File: src/rtl/slave_tt_core_oci_pkg.sv
`default_nettype none
// ============================================================================
// Module   : slave_tt_core_oci_pkg
// Purpose  : Shared constants, atom codes and state encoding for the TT_Core
//            OCI data-trace packer.
// Revision : 1.0 - initial release
// ============================================================================
package slave_tt_core_oci_pkg;

    localparam int ATOM_W       = 2;
    localparam int SLOTS        = 15;
    localparam int DCT_W        = 30;
    localparam int DCT_CNT_W    = 4;
    localparam int IDLE_TIMEOUT = 16;
    localparam int IDLE_CNT_W   = $clog2(IDLE_TIMEOUT + 1);

    localparam logic [ATOM_W-1:0] ATOM_NOP  = 2'b00;
    localparam logic [ATOM_W-1:0] ATOM_E    = 2'b01;
    localparam logic [ATOM_W-1:0] ATOM_N    = 2'b10;
    localparam logic [ATOM_W-1:0] ATOM_SYNC = 2'b11;

    typedef enum logic [1:0] {
        ST_RUN   = 2'b00,
        ST_FLUSH = 2'b01,
        ST_ENDED = 2'b10
    } dct_state_t;

endpackage
`default_nettype wire

File: src/rtl/slave_tt_core_oci_dct_outreg.sv
`default_nettype none
// ============================================================================
// Module   : slave_tt_core_oci_dct_outreg
// Purpose  : Single-entry valid/ready output register with load strobe; the
//            word is held unchanged while the sink stalls.
// Revision : 1.0 - initial release
// ============================================================================
module slave_tt_core_oci_dct_outreg #(
    parameter int DATA_W = 30,
    parameter int CNT_W  = 4
) (
    input  logic              clk,
    input  logic              rst,
    input  logic              i_load,
    input  logic [DATA_W-1:0] i_data,
    input  logic [CNT_W-1:0]  i_count,
    input  logic              i_ready,
    output logic              o_valid,
    output logic [DATA_W-1:0] o_data,
    output logic [CNT_W-1:0]  o_count,
    output logic              o_free
);

    logic              r_valid;
    logic [DATA_W-1:0] r_data;
    logic [CNT_W-1:0]  r_count;

    // Free when empty or when the current word leaves on this edge.
    assign o_free = !r_valid || i_ready;

    always_ff @(posedge clk) begin
        if (rst) begin
            r_valid <= 1'b0;
            r_data  <= '0;
            r_count <= '0;
        end else if (i_load) begin
            r_valid <= 1'b1;
            r_data  <= i_data;
            r_count <= i_count;
        end else if (r_valid && i_ready) begin
            r_valid <= 1'b0;
        end
    end

    assign o_valid = r_valid;
    assign o_data  = r_data;
    assign o_count = r_count;

endmodule
`default_nettype wire

File: src/rtl/slave_tt_core_oci_dct_packer.sv
`default_nettype none
// ============================================================================
// Module   : slave_tt_core_oci_dct_packer
// Purpose  : Packs 2-bit trace atoms into 30-bit words and runs the
//            end-of-test flush. Optional idle-timeout partial flush is
//            enabled by defining SLAVE_TT_CORE_DCT_TIMEOUT_EN.
// Revision : 1.0 - initial release
// ============================================================================
module slave_tt_core_oci_dct_packer
    import slave_tt_core_oci_pkg::*;
(
    input  logic                 clk,
    input  logic                 reset,
    input  logic                 in_valid,
    input  logic [ATOM_W-1:0]    in_atom,
    output logic                 in_ready,
    input  logic                 test_end_req,
    output logic [DCT_W-1:0]     dct_buffer,
    output logic [DCT_CNT_W-1:0] dct_count,
    output logic                 dct_valid,
    input  logic                 dct_ready,
    output logic                 test_ending,
    output logic                 test_has_ended
);

    localparam logic [DCT_CNT_W-1:0] c_slots = DCT_CNT_W'(SLOTS);

    dct_state_t           r_state;
    logic [DCT_W-1:0]     r_acc;
    logic [DCT_CNT_W-1:0] r_acc_cnt;
    logic                 r_in_ready;
    logic                 r_test_ending;
    logic                 r_test_has_ended;

    logic [DCT_W-1:0]     w_acc_after;
    logic [DCT_CNT_W-1:0] w_cnt_after;
    logic [DCT_W-1:0]     w_acc_next;
    logic [DCT_CNT_W-1:0] w_cnt_next;
    logic                 w_accept;
    logic                 w_flush;
    logic                 w_timeout;
    logic                 w_load;
    logic                 w_out_valid;
    logic                 w_out_free;
    logic                 w_out_valid_next;

    assign w_accept = in_valid && r_in_ready;

    always_comb begin
        w_acc_after = r_acc;
        for (int i = 0; i < SLOTS; i++) begin
            if (w_accept && (r_acc_cnt == DCT_CNT_W'(i))) begin
                w_acc_after[i*ATOM_W +: ATOM_W] = in_atom;
            end
        end
        w_cnt_after = r_acc_cnt + {{(DCT_CNT_W-1){1'b0}}, w_accept};
    end

    // A word completed this cycle transfers on the same edge it fills.
    assign w_flush = (r_state == ST_FLUSH) || w_timeout;
    assign w_load  = w_out_free &&
                     ((w_cnt_after == c_slots) || (w_flush && (w_cnt_after != '0)));

    assign w_acc_next       = w_load ? '0 : w_acc_after;
    assign w_cnt_next       = w_load ? '0 : w_cnt_after;
    assign w_out_valid_next = w_load || (w_out_valid && !dct_ready);

`ifdef SLAVE_TT_CORE_DCT_TIMEOUT_EN
    logic [IDLE_CNT_W-1:0] r_idle_cnt;

    assign w_timeout = (r_state == ST_RUN) &&
                       (r_idle_cnt == IDLE_CNT_W'(IDLE_TIMEOUT));

    // Saturates at the limit so a stalled sink keeps the flush request alive.
    always_ff @(posedge clk) begin
        if (reset || w_accept || w_load) begin
            r_idle_cnt <= '0;
        end else if ((r_state == ST_RUN) && (r_acc_cnt != '0) && !w_timeout) begin
            r_idle_cnt <= r_idle_cnt + 1'b1;
        end
    end
`else
    assign w_timeout = 1'b0;
`endif

    always_ff @(posedge clk) begin
        if (reset) begin
            r_state          <= ST_RUN;
            r_acc            <= '0;
            r_acc_cnt        <= '0;
            r_in_ready       <= 1'b0;
            r_test_ending    <= 1'b0;
            r_test_has_ended <= 1'b0;
        end else begin
            r_acc     <= w_acc_next;
            r_acc_cnt <= w_cnt_next;
            case (r_state)
                ST_RUN: begin
                    if (test_end_req) begin
                        r_state       <= ST_FLUSH;
                        r_in_ready    <= 1'b0;
                        r_test_ending <= 1'b1;
                    end else begin
                        r_in_ready <= (w_cnt_next != c_slots);
                    end
                end
                ST_FLUSH: begin
                    if ((w_cnt_next == '0) && !w_out_valid_next) begin
                        r_state          <= ST_ENDED;
                        r_test_ending    <= 1'b0;
                        r_test_has_ended <= 1'b1;
                    end
                end
                ST_ENDED: begin
                    r_state <= ST_ENDED;
                end
                default: begin
                    r_state          <= ST_RUN;
                    r_in_ready       <= 1'b0;
                    r_test_ending    <= 1'b0;
                    r_test_has_ended <= 1'b0;
                end
            endcase
        end
    end

    slave_tt_core_oci_dct_outreg #(
        .DATA_W (DCT_W),
        .CNT_W  (DCT_CNT_W)
    ) u_outreg (
        .clk     (clk),
        .rst     (reset),
        .i_load  (w_load),
        .i_data  (w_acc_after),
        .i_count (w_cnt_after),
        .i_ready (dct_ready),
        .o_valid (w_out_valid),
        .o_data  (dct_buffer),
        .o_count (dct_count),
        .o_free  (w_out_free)
    );

    assign dct_valid      = w_out_valid;
    assign in_ready       = r_in_ready;
    assign test_ending    = r_test_ending;
    assign test_has_ended = r_test_has_ended;

endmodule
`default_nettype wire

File: config.mk
export PLATFORM = sky130hd
export DESIGN_NAME = slave_tt_core_oci_dct_packer
export DESIGN_NICKNAME = d
export VERILOG_FILES = /design/src/rtl/slave_tt_core_oci_pkg.sv /design/src/rtl/slave_tt_core_oci_dct_outreg.sv /design/src/rtl/slave_tt_core_oci_dct_packer.sv
export SDC_FILE = /design/constraint.sdc
export NUM_CORES = 1
export LEC_CHECK = 0
export BUFFER_PORTS_ARGS = -buffer_cell sky130_fd_sc_hd__buf_4
export CAP_MARGIN = 20
export CELL_PAD_IN_SITES_DETAIL_PLACEMENT = 1
export CELL_PAD_IN_SITES_GLOBAL_PLACEMENT = 1
export CORE_ASPECT_RATIO = 1.1
export CORE_MARGIN = 1.5
export CORE_UTILIZATION = 48
export CTS_BUF_LIST = sky130_fd_sc_hd__clkbuf_16
export DETAILED_ROUTE_END_ITERATION = 8
export GPL_ROUTABILITY_DRIVEN = 1
export PLACE_DENSITY_LB_ADDON = 0.1
export SETUP_SLACK_MARGIN = 0.1
export SYNTH_ARGS = -nofsm -noshare
export SYNTH_HDL_FRONTEND = slang
export SYNTH_SLANG_ARGS = --single-unit
File: constraint.sdc
create_clock -name clk -period 6.6 [get_ports clk]
set_input_delay 1.98 -clock clk [delete_from_list [all_inputs] [get_ports clk]]
set_output_delay 1.98 -clock clk [all_outputs]
set_load 0.03 [all_outputs]
Yosys cells after proc, flatten, opt, wreduce, memory -nomap -nowiden
Cells that the tools add are included.
{"block": "word_totals", "input_bits": 7, "word_cells": 98, "register_bits": 74, "out_inout_bits": 38}
{"block": "op_classes", "add_sub_neg": 1, "mux": 28, "n_bitwise": 2, "reduce_logical": 38, "eq_ne": 20}
{"op": "$mux W2", "n": 17}
{"op": "$eq A4 B4 Y1 const B", "n": 8}
{"op": "$logic_and A1 B1 Y1", "n": 21}
{"op": "$eq A4 B3 Y1 const B", "n": 4}
{"op": "$eq A4 B2 Y1 const B", "n": 2}
{"op": "$logic_not A4 Y1", "n": 2}
{"op": "$mux W1", "n": 6}
{"op": "$pmux W2 S3", "n": 1}
{"op": "$reduce_or A2 Y1", "n": 3}
{"op": "$add A4 B1 Y4", "n": 1}
{"op": "$eq A4 B1 Y1 const B", "n": 1}
{"op": "$mux W4", "n": 1}
{"op": "$ne A4 B4 Y1 const B", "n": 1}
{"op": "$pmux W1 S2", "n": 2}
{"op": "$reduce_and A2 Y1", "n": 2}
{"op": "$reduce_bool A4 Y1", "n": 1}
{"op": "$logic_not A1 Y1", "n": 3}
{"op": "$logic_or A1 B1 Y1", "n": 3}
{"op": "$pmux W1 S3", "n": 1}
{"op": "$reduce_and A3 Y1", "n": 1}
{"op": "$eq A2 B1 Y1 const B", "n": 1}
{"op": "$eq A2 B2 Y1 const B", "n": 1}
{"op": "$logic_not A2 Y1", "n": 1}
{"op": "$ne A2 B1 Y1 const B", "n": 1}
{"op": "3 further kinds", "n": 4}

Logic depth before layout (Yosys ltp)
{"block": "logic_depth", "word_depth": 11, "ltp_mapped": 9, "ltp_nobuf": 7}

Cells and area by module
Synthesis repeated with hierarchy kept, for this count alone.
{"block": "hier_totals", "cells_unflattened": 288, "area_unflattened_um2": 3145.5}
{"mod": "slave_tt_core_oci_dct_packer", "area_per_inst_um2": 1870.5, "n_inst": 1, "seq_area_each_um2": 780.7, "cells_per_inst": 174}
{"mod": "slave_tt_core_oci_dct_outreg", "area_per_inst_um2": 1275.0, "n_inst": 1, "seq_area_each_um2": 700.7, "cells_per_inst": 114}

Least setup slack after synthesis
No wires, ideal clock.
{"block": "synth_path", "path_kind": "input to register", "start": "input port in_valid", "end": "register u_outreg.r_count[2], in the netlist u_outreg.o_count[2]", "required_ps": 6520, "arrival_ps": 3877, "setup_time_ps": 80, "cell_stages": 8, "path_slack_ps": 2643, "n_path_buf": 1, "cell_sequence": "and2_1 ha_1 ha_1 xor2_2 a2111oi_4 nor3_2 buf_6 a211oi_2"}
{"block": "synth_between", "elab_chain_len": 6, "word_cells_on_any_way": 7, "cone_classes": "1 x add/sub; 1 x eq/ne; 5 x reduce/logical"}
{"item": "start: declaration", "line": "slave_tt_core_oci_dct_packer.sv:14", "text": "input logic in_valid,"}
{"item": "$logic_and A1 B1 Y1 *", "line": "slave_tt_core_oci_dct_packer.sv:47", "text": "assign w_accept = in_valid && r_in_ready;"}
{"item": "$add A4 B1 Y4 *", "line": "slave_tt_core_oci_dct_packer.sv:56", "text": "w_cnt_after = r_acc_cnt + {{(DCT_CNT_W-1){1'b0}}, w_accept};"}
{"item": "$reduce_bool A4 Y1", "line": "slave_tt_core_oci_dct_packer.sv:62", "text": "((w_cnt_after == c_slots) || (w_flush && (w_cnt_after != '0)));"}
{"item": "$logic_and A1 B1 Y1", "line": "slave_tt_core_oci_dct_packer.sv:62"}
{"item": "$logic_or A1 B1 Y1", "line": "slave_tt_core_oci_dct_packer.sv:62"}
{"item": "$logic_and A1 B1 Y1", "line": "slave_tt_core_oci_dct_packer.sv:61", "text": "assign w_load = w_out_free &&"}
{"item": "end signal: assignment", "line": "slave_tt_core_oci_dct_outreg.sv:39", "text": "r_count <= i_count;"}
{"item": "end: declaration", "line": "slave_tt_core_oci_dct_outreg.sv:26", "text": "logic [CNT_W-1:0] r_count;"}
Mark *: on every way between the ends. The rest lies on a longest branch, timed or not.
A chain may end at the register's enable or synchronous reset.

Worst setup path after layout
{"block": "layout_path", "start": "input port in_valid", "end": "register u_outreg.r_data[4], in the netlist u_outreg.o_data[4]"}
{"block": "layout_between", "elab_chain_len": 6, "word_cells_on_any_way": 9, "cone_classes": "1 x add/sub; 1 x eq/ne; 1 x mux; 6 x reduce/logical"}
{"item": "$logic_and A1 B1 Y1 *", "line": "slave_tt_core_oci_dct_packer.sv:47"}
{"item": "$add A4 B1 Y4", "line": "slave_tt_core_oci_dct_packer.sv:56"}
{"item": "$reduce_bool A4 Y1", "line": "slave_tt_core_oci_dct_packer.sv:62"}
{"item": "$logic_and A1 B1 Y1", "line": "slave_tt_core_oci_dct_packer.sv:62"}
{"item": "$logic_or A1 B1 Y1", "line": "slave_tt_core_oci_dct_packer.sv:62"}
{"item": "$logic_and A1 B1 Y1", "line": "slave_tt_core_oci_dct_packer.sv:61"}
{"item": "end signal: assignment", "line": "slave_tt_core_oci_dct_outreg.sv:38", "text": "r_data <= i_data;"}
{"item": "end: declaration", "line": "slave_tt_core_oci_dct_outreg.sv:25", "text": "logic [DATA_W-1:0] r_data;"}
Marked as above.

==> run_results.csv <==
group,metric,value,unit
status,status,"finished clean",
sta,finClkSkew,0.00683,ns
critical_path,r2r_start,"in_ready$_SDFFE_PP0N_",
floorplanning,die_w,83.0,um
route,wirelength,8750,um
hold_path,hold-path-endpoint,"u_outreg.o_data[25]$_SDFFE_PP0P_",
route,wl_per_cell,19.4,um
floorplanning,start_util,0.504,
sta,min_period,4.20,ns
grt,grtUsageTotal,0.244,
clocking,tritoncts,"built",
route,via_count,2739,
sta,slew_headroom,0.288,
synth,synth.top_cells.by_area,"dfxtp_1 (44%), a311oi_2 (6.7%), mux2i_1 (4.7%), a31oi_1 (4.6%), a211oi_2 (3.3%)",
synth,synth_edf_count,0,
grt,gr-total-overflow,0,
synth,ys.flop_type,"dfxtp_1",
clocking,cts.sinks,74,
synth,yosysSeqAreaShare,0.438,
synth,async_reset_ff_frac,0,
clocking,ctsResizeCount,0,
placement,port_buffers,44,
layout,final_cell_mix,"dfxtp_1 (74), buf_4 (47), a31oi_1 (25)",
hold_path,whs_path_depth,2,
placement,routabilityCongestion,0.784,
placement,dp_slack,1.82,ns
critical_path,critPathKind,"in -> reg",
pwr,p_leak,1.50,nW
synth,yosys_warnings,0,
grt,grt_antenna_before_repair,0,
hold_path,hp-class,"reg -> reg",
floorplanning,die-area,0.00756,mm2
clocking,clockBufferDepth,2,
floorplanning,fp-row-count,31,
grt,grt_pass1_wl,14800,um
pwr,p_per_area,297,mW/mm2
route,vias_per_cell,6.07,
layout,area_growth,18.4,%
critical_path,worst_r2r_path_depth,8,
sta,max_freq,238,MHz
layout,nFillCells,755,
layout,drive_gt1_frac,0.285,
critical_path,crit_arrival,4.44,ns
sta,finalHoldViolCount,0,
critical_path,reg2reg_slack,3.66,ns
synth,netlist_instances,334,
synth,synth_area_leader_cell,"dfxtp_1",
synth,ys_ff_latch,74,
sta,tightest_slew,1.05,ns
critical_path,worst_ep_required_time,6.84,ns
route,initialDrtViolationCount,73,
critical_path,worstSetupStartpointType,"input pin",
sta,tns,0,ns
floorplanning,die_h,91.1,um
synth,synth.avg_cell_area,10.1,um2
sta,rsz0062_at_grt,"false",
grt,grt_pass1_vias,2928,
route,drt_first_pass_iters,4,
layout,fin_util,0.597,
clocking,clock_latency,0.33,ns
critical_path,endpoint_kind,"register",
pwr,peakVddDrop,0.000201,V
hold_path,worstHoldStart,"u_outreg.o_data[25]$_SDFFE_PP0P_",
sta,worst_slack,2.40,ns
run,max_cap_viol_count,0,
pwr,power,1.19,mW
sta,setup_violations,0,
clocking,path_clk_slew,0.06,ns
layout,antenna_cells,0,
layout,final_nets,376,
clocking,cts_hold_buf,0,
placement,dp_hpwl,5500,um
sta,post-route-period-util,0.637,
synth,ys_types,49,
critical_path,cp_max_fo,17,
synth,synth_nets,346,
clocking,root_buffer,"clkbuf_16",
clocking,postCtsSetupBuffers,0,
layout,final_common_cell,"dfxtp_1",
route,postRouteAntennaNets,0,
floorplanning,io_pins,45,
clocking,cts_buffers,9,
synth,synth_top_area_frac,0.438,
route,route.detailed.drc,0,
sta,maxSlewViolCount,0,
grt,grt_start_max_net_pins,35,
synth,synth_area,0.00338,mm2
critical_path,r2r_end,"u_outreg.o_data[4]$_SDFFE_PP0P_",
clocking,htreeDepth,3,
floorplanning,coreArea,0.00671,mm2
[state kept, by name, summed over array words and instances (netlist names)]
register / cells
u_outreg.o_valid: 1
in_ready: 1
test_has_ended: 1
u_outreg.o_count: 4
u_outreg.o_data: 30
r_acc_cnt: 4
r_state: 2
r_acc: 30
test_ending: 1
[metrics by stage]
step / cell area, um2 / std cells / hold slack (ns)
after floorplan: 3380 / 334 / 0.451
after global placement: 3700 / 434 / 0.446
after CTS: 3990 / 450 / 0.467
after detailed placement: 3700 / 434 / 0.449
after global routing: 4010 / 451 / 0.491
final: 4010 / 451 / 0.464
[kinds of logic after synthesis]
logic type,Yosys count,share of synthesized area
compound gates,120,0.303
fa+ha+maj,5,0.0185
mux,16,0.0473
xor+xnor,2,0.00962
buf+inv,36,0.0536
simple gates,81,0.130
flops,74,0.438
[how the worst max path moves through the flow]
stage | start | endpoint | slack [ns] | cells past startpoint
finish | in_valid | u_outreg.o_data[4]$_SDFFE_PP0P_ | 2.40 | 9
global route | in_valid | u_outreg.o_data[28]$_SDFFE_PP0P_ | 2.28 | 9
CTS | in_valid | u_outreg.o_data[4]$_SDFFE_PP0P_ | 2.11 | 8
detailed placement | in_valid | u_outreg.o_data[15]$_SDFFE_PP0P_ | 1.82 | 8
global placement | in_valid | u_outreg.o_data[12]$_SDFFE_PP0P_ | 1.90 | 8
floorplan | in_valid | u_outreg.o_count[2]$_SDFFE_PP0P_ | 2.64 | 8
[worst max-delay path: stages]
cell and delay (ns):
buf_4 0.10, and2_1 0.18, ha_1 0.32, ha_1 0.30, xor2_2 0.33, a41o_1 0.57
buf_8 0.25, a31oi_1 0.13, a211oi_2 0.28
[routing by layer]
layer  vias to the layer above  track usage  share of wire
li1                       1315            -              -
met1                      1369        0.291           0.44
met2                        47        0.440           0.52
met3                         8       0.0491          0.029
met4                         0       0.0736          0.012
met5                         -            0              0
[cell usage after synthesis (5+ instances only)]
| cell type | number |
|---|---|
| a211oi_2 | 9 |
| a21boi_0 | 6 |
| a21oi_1 | 22 |
| a311oi_2 | 15 |
| a31oi_1 | 25 |
| and3_1 | 7 |
| buf_2 | 7 |
| clkbuf_1 | 14 |
| dfxtp_1 | 74 |
| ha_1 | 5 |
| inv_1 | 7 |
| mux2i_1 | 16 |
| nand2_1 | 15 |
| nand3_1 | 16 |
| nor2_1 | 17 |
| o21ai_0 | 20 |
[area by class of cell]
class	count	area [um2]	area share
Sequential cell	74	1480	0.370
Multi-Input combinational cell	224	1730	0.433
Clock inverter	7	68.8	0.0172
Clock buffer	9	225	0.0562
Inverter	7	26.3	0.00656
Timing Repair Buffer	48	368	0.0918
Tap cell	82	103	0.0256
[power breakdown]
part	leakage [nW]	total, mW	internal, mW	switching, mW
sequential	0.598	0.483	0.468	0.0152
combinational	0.756	0.219	0.0766	0.142
clock	0.147	0.487	0.293	0.194
No activity file was read; power rests on OpenSTA's default activity.
